===== src/rtl/sdrc_arb_pkg.sv =====
// Shared types and helpers for the SDRAM-controller Wishbone arbiter.
package sdrc_arb_pkg;

    typedef enum logic [1:0] {
        IDLE    = 2'd0,
        OWN     = 2'd1,
        RELEASE = 2'd2
    } arb_state_e;

    localparam logic [2:0] CLASSIC = 3'b000;
    localparam logic [2:0] INCR    = 3'b010;
    localparam logic [2:0] EOB     = 3'b111;

    // Up to 8 masters; caller zero-extends and truncates to its own width.
    function automatic logic [2:0] onehot2bin(input logic [7:0] oh);
        logic [2:0] bin;
        bin = '0;
        for (int i = 0; i < 8; i++) begin
            if (oh[i]) begin
                bin = bin | 3'(i);
            end
        end
        return bin;
    endfunction

endpackage


===== src/rtl/sdrc_rr_picker.sv =====
// Combinational circular-priority picker: first requester at or after ptr.
module sdrc_rr_picker #(
    parameter int N  = 4,
    parameter int PW = 2
) (
    input  logic [N-1:0]  req,
    input  logic [PW-1:0] ptr,
    output logic [N-1:0]  gnt,
    output logic          valid
);

    logic [N-1:0] rot_req;
    logic [N-1:0] rot_gnt;

    // Rotate so the pointer position becomes bit 0, pick lowest, rotate back.
    assign rot_req = N'({req, req} >> ptr);

    always_comb begin
        rot_gnt = '0;
        valid   = 1'b0;
        for (int i = 0; i < N; i++) begin
            if (rot_req[i] && !valid) begin
                rot_gnt[i] = 1'b1;
                valid      = 1'b1;
            end
        end
    end

    assign gnt = N'(({rot_gnt, rot_gnt} << ptr) >> N);

endmodule


===== src/rtl/sdrc_wb_arbiter.sv =====
// Round-robin Wishbone arbiter in front of the SDRAM controller slave port,
// with a stall watchdog that aborts a hung cycle with ERR.
module sdrc_wb_arbiter
    import sdrc_arb_pkg::*;
#(
    parameter int NUM_M   = 4,
    parameter int AW      = 26,
    parameter int DW      = 32,
    parameter int TIMEOUT = 255
) (
    input  logic                  sys_clk,
    input  logic                  RESETN,
    input  logic [NUM_M-1:0]      m_cyc_i,
    input  logic [NUM_M-1:0]      m_stb_i,
    input  logic [NUM_M-1:0]      m_we_i,
    input  logic [NUM_M*AW-1:0]   m_adr_i,
    input  logic [NUM_M*DW-1:0]   m_dat_i,
    input  logic [NUM_M*DW/8-1:0] m_sel_i,
    input  logic [NUM_M*3-1:0]    m_cti_i,
    output logic [NUM_M-1:0]      m_ack_o,
    output logic [NUM_M-1:0]      m_err_o,
    output logic [DW-1:0]         m_dat_o,
    output logic                  s_cyc_o,
    output logic                  s_stb_o,
    output logic                  s_we_o,
    output logic [AW-1:0]         s_adr_o,
    output logic [DW-1:0]         s_dat_o,
    output logic [DW/8-1:0]       s_sel_o,
    output logic [2:0]            s_cti_o,
    input  logic                  s_ack_i,
    input  logic [DW-1:0]         s_dat_i,
    output logic [NUM_M-1:0]      grant_o,
    output logic                  busy_o
);

    localparam int PW = (NUM_M > 1) ? $clog2(NUM_M) : 1;
    localparam int SW = DW / 8;
    localparam int WW = (TIMEOUT > 0) ? $clog2(TIMEOUT + 1) : 1;
    localparam logic [WW-1:0] WD_LAST = (TIMEOUT > 0) ? WW'(TIMEOUT - 1) : '0;
    localparam logic [WW-1:0] WD_SAT  = WW'(TIMEOUT);

    arb_state_e       state_q, state_d;
    logic [NUM_M-1:0] grant_q, grant_d;
    logic [PW-1:0]    ptr_q, ptr_d;
    logic [WW-1:0]    wd_q, wd_d;

    logic [NUM_M-1:0] pick_gnt;
    logic             pick_valid;
    logic [PW-1:0]    owner;
    logic [PW-1:0]    ptr_adv;
    logic             stall;
    logic             timeout;

    logic [AW-1:0] adr_a [NUM_M];
    logic [DW-1:0] dat_a [NUM_M];
    logic [SW-1:0] sel_a [NUM_M];
    logic [2:0]    cti_a [NUM_M];

    generate
        for (genvar gi = 0; gi < NUM_M; gi++) begin : g_unpack
            assign adr_a[gi] = m_adr_i[gi*AW +: AW];
            assign dat_a[gi] = m_dat_i[gi*DW +: DW];
            assign sel_a[gi] = m_sel_i[gi*SW +: SW];
            assign cti_a[gi] = m_cti_i[gi*3 +: 3];
        end
    endgenerate

    sdrc_rr_picker #(
        .N  (NUM_M),
        .PW (PW)
    ) u_picker (
        .req   (m_cyc_i),
        .ptr   (ptr_q),
        .gnt   (pick_gnt),
        .valid (pick_valid)
    );

    assign owner   = PW'(onehot2bin(8'(grant_q)));
    assign ptr_adv = (owner == PW'(NUM_M - 1)) ? '0 : PW'(owner + 1'b1);
    assign grant_o = grant_q;
    assign busy_o  = (state_q != IDLE);

    always_ff @(posedge sys_clk or negedge RESETN) begin
        if (!RESETN) begin
            state_q <= IDLE;
            grant_q <= '0;
            ptr_q   <= '0;
            wd_q    <= '0;
        end else begin
            state_q <= state_d;
            grant_q <= grant_d;
            ptr_q   <= ptr_d;
            wd_q    <= wd_d;
        end
    end

    always_comb begin
        state_d = state_q;
        grant_d = grant_q;
        ptr_d   = ptr_q;
        wd_d    = '0;
        s_cyc_o = 1'b0;
        s_stb_o = 1'b0;
        s_we_o  = 1'b0;
        s_adr_o = '0;
        s_dat_o = '0;
        s_sel_o = '0;
        s_cti_o = '0;
        m_ack_o = '0;
        m_err_o = '0;
        m_dat_o = '0;
        stall   = 1'b0;
        timeout = 1'b0;

        case (state_q)
            IDLE: begin
                if (pick_valid) begin
                    grant_d = pick_gnt;
                    state_d = OWN;
                end
            end
            OWN: begin
                s_cyc_o = m_cyc_i[owner];
                s_stb_o = m_cyc_i[owner] & m_stb_i[owner];
                s_we_o  = m_we_i[owner];
                s_adr_o = adr_a[owner];
                s_dat_o = dat_a[owner];
                s_sel_o = sel_a[owner];
                s_cti_o = cti_a[owner];
                m_ack_o = grant_q & {NUM_M{s_ack_i & s_stb_o}};
                m_dat_o = s_dat_i;
                // An ACK in the final allowed cycle is not a stall, so it beats the timeout.
                stall   = s_stb_o & ~s_ack_i;
                timeout = (TIMEOUT > 0) && stall && (wd_q == WD_LAST);
                if (stall) begin
                    wd_d = (wd_q == WD_SAT) ? wd_q : wd_q + 1'b1;
                end
                if (!m_cyc_i[owner]) begin
                    state_d = IDLE;
                    grant_d = '0;
                    ptr_d   = ptr_adv;
                end else if (timeout) begin
                    m_err_o = grant_q;
                    state_d = RELEASE;
                    wd_d    = '0;
                end
            end
            RELEASE: begin
                if (!m_cyc_i[owner]) begin
                    state_d = IDLE;
                    grant_d = '0;
                    ptr_d   = ptr_adv;
                end
            end
            default: begin
                state_d = IDLE;
                grant_d = '0;
            end
        endcase
    end

endmodule


===== config.mk =====
export PLATFORM = sky130hd
export DESIGN_NAME = sdrc_wb_arbiter
export DESIGN_NICKNAME = d
export VERILOG_FILES = /design/src/rtl/sdrc_arb_pkg.sv /design/src/rtl/sdrc_rr_picker.sv /design/src/rtl/sdrc_wb_arbiter.sv
export SDC_FILE = /design/constraint.sdc
export NUM_CORES = 1
export LEC_CHECK = 0
export BUFFER_PORTS_ARGS = -buffer_cell sky130_fd_sc_hd__clkbuf_2
export CELL_PAD_IN_SITES_DETAIL_PLACEMENT = 1
export CELL_PAD_IN_SITES_GLOBAL_PLACEMENT = 2
export CORE_ASPECT_RATIO = 1.75
export CORE_MARGIN = 3
export CORE_UTILIZATION = 13
export CTS_BUF_LIST = sky130_fd_sc_hd__clkbuf_8 sky130_fd_sc_hd__clkbuf_16
export CTS_CLUSTER_DIAMETER = 80
export DETAILED_ROUTE_END_ITERATION = 6
export MAX_ROUTING_LAYER = met4
export PLACE_DENSITY = 0.75
export SKIP_LAST_GASP = 1
export SLEW_MARGIN = 10
export SYNTH_ARGS = -nofsm -noshare
export SYNTH_HDL_FRONTEND = slang
export SYNTH_HIERARCHICAL = 1
export SYNTH_SLANG_ARGS = --single-unit
export TNS_END_PERCENT = 50

===== constraint.sdc =====
create_clock -name sys_clk -period 1.55 [get_ports sys_clk]
set_input_delay 0.155 -clock sys_clk [delete_from_list [all_inputs] [get_ports sys_clk]]
set_output_delay 0.155 -clock sys_clk [all_outputs]
set_load 0.005 [all_outputs]

Yosys cells after proc, flatten, opt, wreduce, memory -nomap -nowiden
Index checks and enable logic that the tools add are counted.
{"block": "word_totals", "regBits": 16, "latchBits": 0, "ram_bits": 0, "mem_bits_ro": 0, "in_bits": 307, "out_inout_bits": 113, "word_cells": 93, "n_memories": 0}
{"block": "op_classes", "add_sub_neg": 2, "multipliers": 0, "div_mod_pow": 0, "n_lt_le_gt_ge": 2, "eq_ne": 9, "shifts": 2, "mux": 54, "n_bitwise": 7, "n_reduce_logical": 13}
{"operator": "32-bit 2-to-1 mux", "n": 4}
{"operator": "26-bit 2-to-1 mux", "n": 3}
{"operator": "32-bit binary-select mux with 2-bit select", "n": 1}
{"operator": "26-bit binary-select mux with 2-bit select", "n": 1}
{"operator": "8-bit 2-to-1 mux", "n": 5}
{"operator": "4-bit 2-to-1 mux", "n": 9}
{"operator": "8-bit == test (second input constant)", "n": 2}
{"operator": "1-bit 2-to-1 mux", "n": 14}
{"operator": "2-bit 2-to-1 mux", "n": 7}
{"operator": "3-bit 2-to-1 mux", "n": 3}
{"operator": "8-bit by 1-bit adder with 8-bit output (second input constant)", "n": 1}
{"operator": "4-bit binary-select mux with 2-bit select", "n": 1}
{"operator": "4-bit case mux with 2 select lines", "n": 1}
{"operator": "8-bit by 2-bit left shift with 8-bit output", "n": 1}
{"operator": "8-bit by 2-bit >> shifter with 4-bit output", "n": 1}
{"operator": "1-bit binary-select mux with 2-bit select", "n": 3}
{"operator": "3-bit binary-select mux with 2-bit select", "n": 1}
{"operator": "2-bit != test (second input constant)", "n": 3}
{"operator": "2-bit case mux with 3 select lines", "n": 1}
{"operator": "4-bit AND", "n": 1}
{"operator": "2-bit == test (second input constant)", "n": 2}
{"operator": "1-bit logical AND", "n": 4}
{"operator": "2-bit AND reduction", "n": 2}
{"operator": "1-bit AND", "n": 3}
{"operator": "other kinds (12)", "n": 15}

Logic depth before layout (Yosys ltp)
{"block": "depth", "ltp_word": 14, "mapped_depth": 7, "ltp_nobuf": 7}

Cells and area by module
Netlist, hierarchy kept.
{"mod": "sdrc_wb_arbiter", "instances": 1, "cells_per_inst": 598, "area_per_inst_um2": 3713.6, "seq_area_each_um2": 400.4}
{"mod": "sdrc_rr_picker", "instances": 1, "cells_per_inst": 20, "area_per_inst_um2": 110.1, "seq_area_each_um2": 0.0}

Least setup slack after synthesis
Ideal clock, no wire load.
{"block": "synth_path", "path_type": "flip-flop to output port", "start": "register grant_q[1], in the netlist grant_o[1]", "end": "output port m_err_o[0]", "arrival_time_ns": 1.589, "t_required_ns": 1.395, "path_slack_ns": -0.194, "stages_incl_launch_ff": 7, "n_path_buf": 1, "path_cell_list": "dfrtp_1 -> buf_6 -> or3b_1 -> a21boi_2 -> o2111ai_2 -> nor3_2 -> and2_1"}
{"block": "synth_via", "elab_chain_cells": 11, "elab_cells_between_ends": 13, "classes_between": "10 x mux; 2 x bitwise; 1 x reduce/logical"}
{"item": "from (decl)", "line_no": "sdrc_wb_arbiter.sv:43", "source": "logic [NUM_M-1:0] grant_q, grant_d;"}
{"item": "from (signal assigned)", "line_no": "sdrc_wb_arbiter.sv:91", "source": "grant_q <= grant_d;"}
{"item": "1-bit 2-to-1 mux *", "line_no": "sdrc_arb_pkg.sv:19", "source": "if (oh[i]) begin"}
{"item": "2-bit 2-to-1 mux * (2 in a row)", "line_no": "sdrc_arb_pkg.sv:19"}
{"item": "1-bit binary-select mux with 2-bit select, on equally long branches", "line_no": "sdrc_wb_arbiter.sv:124, sdrc_wb_arbiter.sv:138"}
{"item": "1-bit 2-to-1 mux, on equally long branches", "line_no": "sdrc_wb_arbiter.sv:124, sdrc_wb_arbiter.sv:138"}
{"item": "1-bit AND", "line_no": "sdrc_wb_arbiter.sv:124", "source": "s_stb_o = m_cyc_i[owner] & m_stb_i[owner];"}
{"item": "1-bit AND", "line_no": "sdrc_wb_arbiter.sv:133", "source": "stall = s_stb_o & ~s_ack_i;"}
{"item": "1-bit logical AND", "line_no": "sdrc_wb_arbiter.sv:134", "source": "timeout = (TIMEOUT > 0) && stall && (wd_q == WD_LAST);"}
{"item": "4-bit 2-to-1 mux", "line_no": "sdrc_wb_arbiter.sv:142", "source": "end else if (timeout) begin"}
{"item": "4-bit 2-to-1 mux *", "line_no": "sdrc_wb_arbiter.sv:138", "source": "if (!m_cyc_i[owner]) begin"}
{"item": "4-bit 2-to-1 mux *", "line_no": "sdrc_wb_arbiter.sv:115", "source": "case (state_q)"}
{"item": "to (decl)", "line_no": "sdrc_wb_arbiter.sv:21", "source": "output logic [NUM_M-1:0] m_err_o,"}
Every way passes the cells marked *; elsewhere a longest branch is shown, timed or not. The select of a mux whose other input is x is not followed.

Worst setup path after layout
{"block": "layout_path", "start": "register grant_q[1], in the netlist grant_o[1]", "end": "output port m_err_o[2]"}
Same word-level chain as after synthesis.

==> out/results.txt <==
Remaining routing DRC violations: 0
Routability congestion estimate: 0.846
1st-pass router iterations: 4
Seq cells post-synth: 16
Synth Flop Type: dfrtp_1
Worst setup EP type: primary output
H-tree Lvls: 1
Mapped Cells: 618
Die area: 31600 um2
Via density: 4.28
Total track usage: 0.144
Sequential Area: 405 um2
Internal: 5.78 mW
CP arrival: 2.01 ns
Port-buffer cells: 419
Core ar.: 28800 um2
Die width: 136 um
Tot Pwr: 11.3 mW
Post-synth net total: 930
Antenna Nets Post-Route: 0
Hold Crit Class: in -> reg
Post-synthesis sequential area ratio: 0.105
Number of antenna violations at the first check in global routing: 2
TritonCTS clock tree: built
Smallest hold slack: 0.333 ns
First DRT Iteration DRCs: 176
Worst setup SP type: flip-flop
Post-DP HPWL: 20200 um
Pin count of the biggest net entering global routing: 67
RSZ-0062 raised after global routing: yes
Max FO, Critical Path: 5
Ys Warns: 6
Clock share of power: 0.051
Number of synthesized flops with an enable pin: 0
Clock slew at reported path FFs: 0.06 ns
Top Ports: 420
Status: complete, but fails checks
Most common cell after layout, fill and taps aside: clkbuf_2
WL/cell: 18.2 um
Final Util: 0.263
Least-Margin Pin Slew: 0.554 ns
Clk buf depth: 2
Row count: 82
Area of the multi-input gates: 3550 um2
Net load switching power: 5.51 mW
Share of cells above drive strength 1: 0.549
Finish-stage setup viols: 124
Sink Count: 16
Vias in the first global route: 6290
Starting density of the core: 0.133
Comb power frac: 0.896
Leakage: 4.03 nW
Async set or reset register ratio after synthesis: 1.00
Mapped Area: 3820 um2
Slew Limit Fails: 0
Hold Fails Final Rpt: 0
Global-route wire length before repair: 35100 um
# nets final: 1364
Sequential fraction of design power: 0.053
GRT Residual Overflow: 0
Clk_lat worst skew: 0.25 ns
Syn Area/Cell: 6.19 um2
Clk root buf: clkbuf_16
Via count: 6115
Drt total wl: 26100 um
Most frequent cells in the layout: clkbuf_2 (392), nand2_1 (121), mux2i_1 (67)
Max-cap violations: 0
Setup WS post-layout: -0.611 ns
Slew headroom: 0.631
Max VDD drop: 0.00213 V
CP required: 1.39 ns
P&R area growth vs syn: 98.5%
Die Ht: 233 um
Unique cell type count in the Yosys netlist: 39
PwrDens: 1490 nW/um2
Post-layout minimum cycle time: 2.16 ns
Switching Share: 0.488
CP Class: reg -> out
Period utilisation layout: 1.39
Max Freq: 463 MHz
Total CTS buffers: 3
FILL cells: 3664
Violated checks: setup timing
Setup Skew: 0.00266 ns
-- power groups by stage --
stage	Sequential (mW)	Clock, mW	Combinational, mW
2_1_floorplan	0.577	0	4.36
3_5_place_dp	0.601	0	8.21
6_report	0.598	0.577	10.1
3_3_place_gp	0.593	0	8.16
5_1_grt	0.613	0.597	11.0
4_1_cts	0.593	0.575	8.66
-- per-stage QoR --
stage	setup WS [ns]	TNS (ns)	cells	cell area [um2]
after floorplan	-0.175	-3.00	618	3860
after global placement	-0.344	-20.85	1407	6650
after detailed placement	-0.376	-23.33	1407	6650
after CTS	-0.614	-51.57	1419	6880
after global routing	-0.726	-56.27	1430	7590
final	-0.611	-45.10	1430	7590
-- registers in the layout, indices dropped and copies added, names as in the netlist --
name,flops
wd_q,8
grant_o,4
ptr_q,2
state_q,2
-- layer usage --
metal | GRT usage | wire length [um] | vias up
met5 | - | 0 | -
li1 | - | - | 3005
met3 | 0.0113 | 1100 | 27
met4 | 0.0158 | 401 | 0
met1 | 0.159 | 9540 | 2883
met2 | 0.286 | 15100 | 200
-- worst max-delay path: stages (launching register included) --
cell	delay, ns
dfrtp_4	0.51
or3b_4	0.38
a21boi_2	0.17
o2111ai_2	0.16
nor3_2	0.26
and2_1	0.16
clkbuf_2	0.11
-- area by class of cell --
type / instances / area share
well taps: 378 / 0.0623
repair buffers: 486 / 0.401
flip-flops and latches: 16 / 0.0534
clock buffers: 4 / 0.0117
multi-input cells: 537 / 0.467
diodes: 1 / 0.000330
inverters: 8 / 0.00396
-- kinds of logic (layout without fill, tap and decap cells) --
kind of cell | count (synthesis) | count (layout) | share of synthesized area
compound gates | 100 | 100 | 0.152
xor+xnor | 4 | 4 | 0.00916
fa+ha+maj | 5 | 5 | 0.0164
buf+inv | 65 | 498 | 0.0713
flops | 16 | 16 | 0.105
mux | 71 | 71 | 0.187
other cells | 0 | 1 | 0
simple gates | 357 | 357 | 0.460
-- synthesized netlist by cell type, types with 2 or more instances --
| master | instances | share of area |
|---|---|---|
| o21ai_0 | 75 | 0.098 |
| and2_1 | 41 | 0.067 |
| nand2_1 | 146 | 0.14 |
| dfrtp_1 | 16 | 0.10 |
| a31oi_1 | 2 | 0.0033 |
| a21oi_1 | 7 | 0.0092 |
| nor3_2 | 2 | 0.0052 |
| a32o_1 | 2 | 0.0052 |
| mux2_2 | 2 | 0.0059 |
| a211oi_2 | 2 | 0.0065 |
| a21o_1 | 2 | 0.0039 |
| inv_1 | 8 | 0.0079 |
| buf_2 | 14 | 0.018 |
| buf_1 | 6 | 0.0059 |
| clkbuf_1 | 35 | 0.034 |
| mux2i_1 | 69 | 0.18 |
| xnor2_1 | 3 | 0.0069 |
| nand3_1 | 73 | 0.096 |
| o21a_1 | 2 | 0.0039 |
| and3_1 | 70 | 0.11 |
| ha_1 | 5 | 0.016 |
| nor2b_1 | 3 | 0.0049 |
| nor2_1 | 17 | 0.017 |
-- path summary, 6_finish.rpt --
check | startpoint | cells past startpoint | slack [ns] | end
max | grant_o[1] | 6 | -0.61 | m_err_o[2]
min | s_ack_i | 4 | 0.33 | wd_q[6]
max reg2reg | grant_o[1] | 7 | -0.37 | state_q[0]
min reg2reg | state_q[0] | 2 | 0.60 | state_q[0]
max in group asynchronous | RESETN | 2 | 0.81 | grant_o[1]
min in group asynchronous | RESETN | 2 | 0.39 | wd_q[1]
-- what timing repair did --
item	CTS	global route
resized for setup	2	169
endpoints found under the setup margin	124	124
pin swaps	4	48
buffers inserted	5	4
hold buffers	1	0
hold endpoints to repair	16	0
cloned	2	6
No activity file was read; power rests on OpenSTA's default activity.
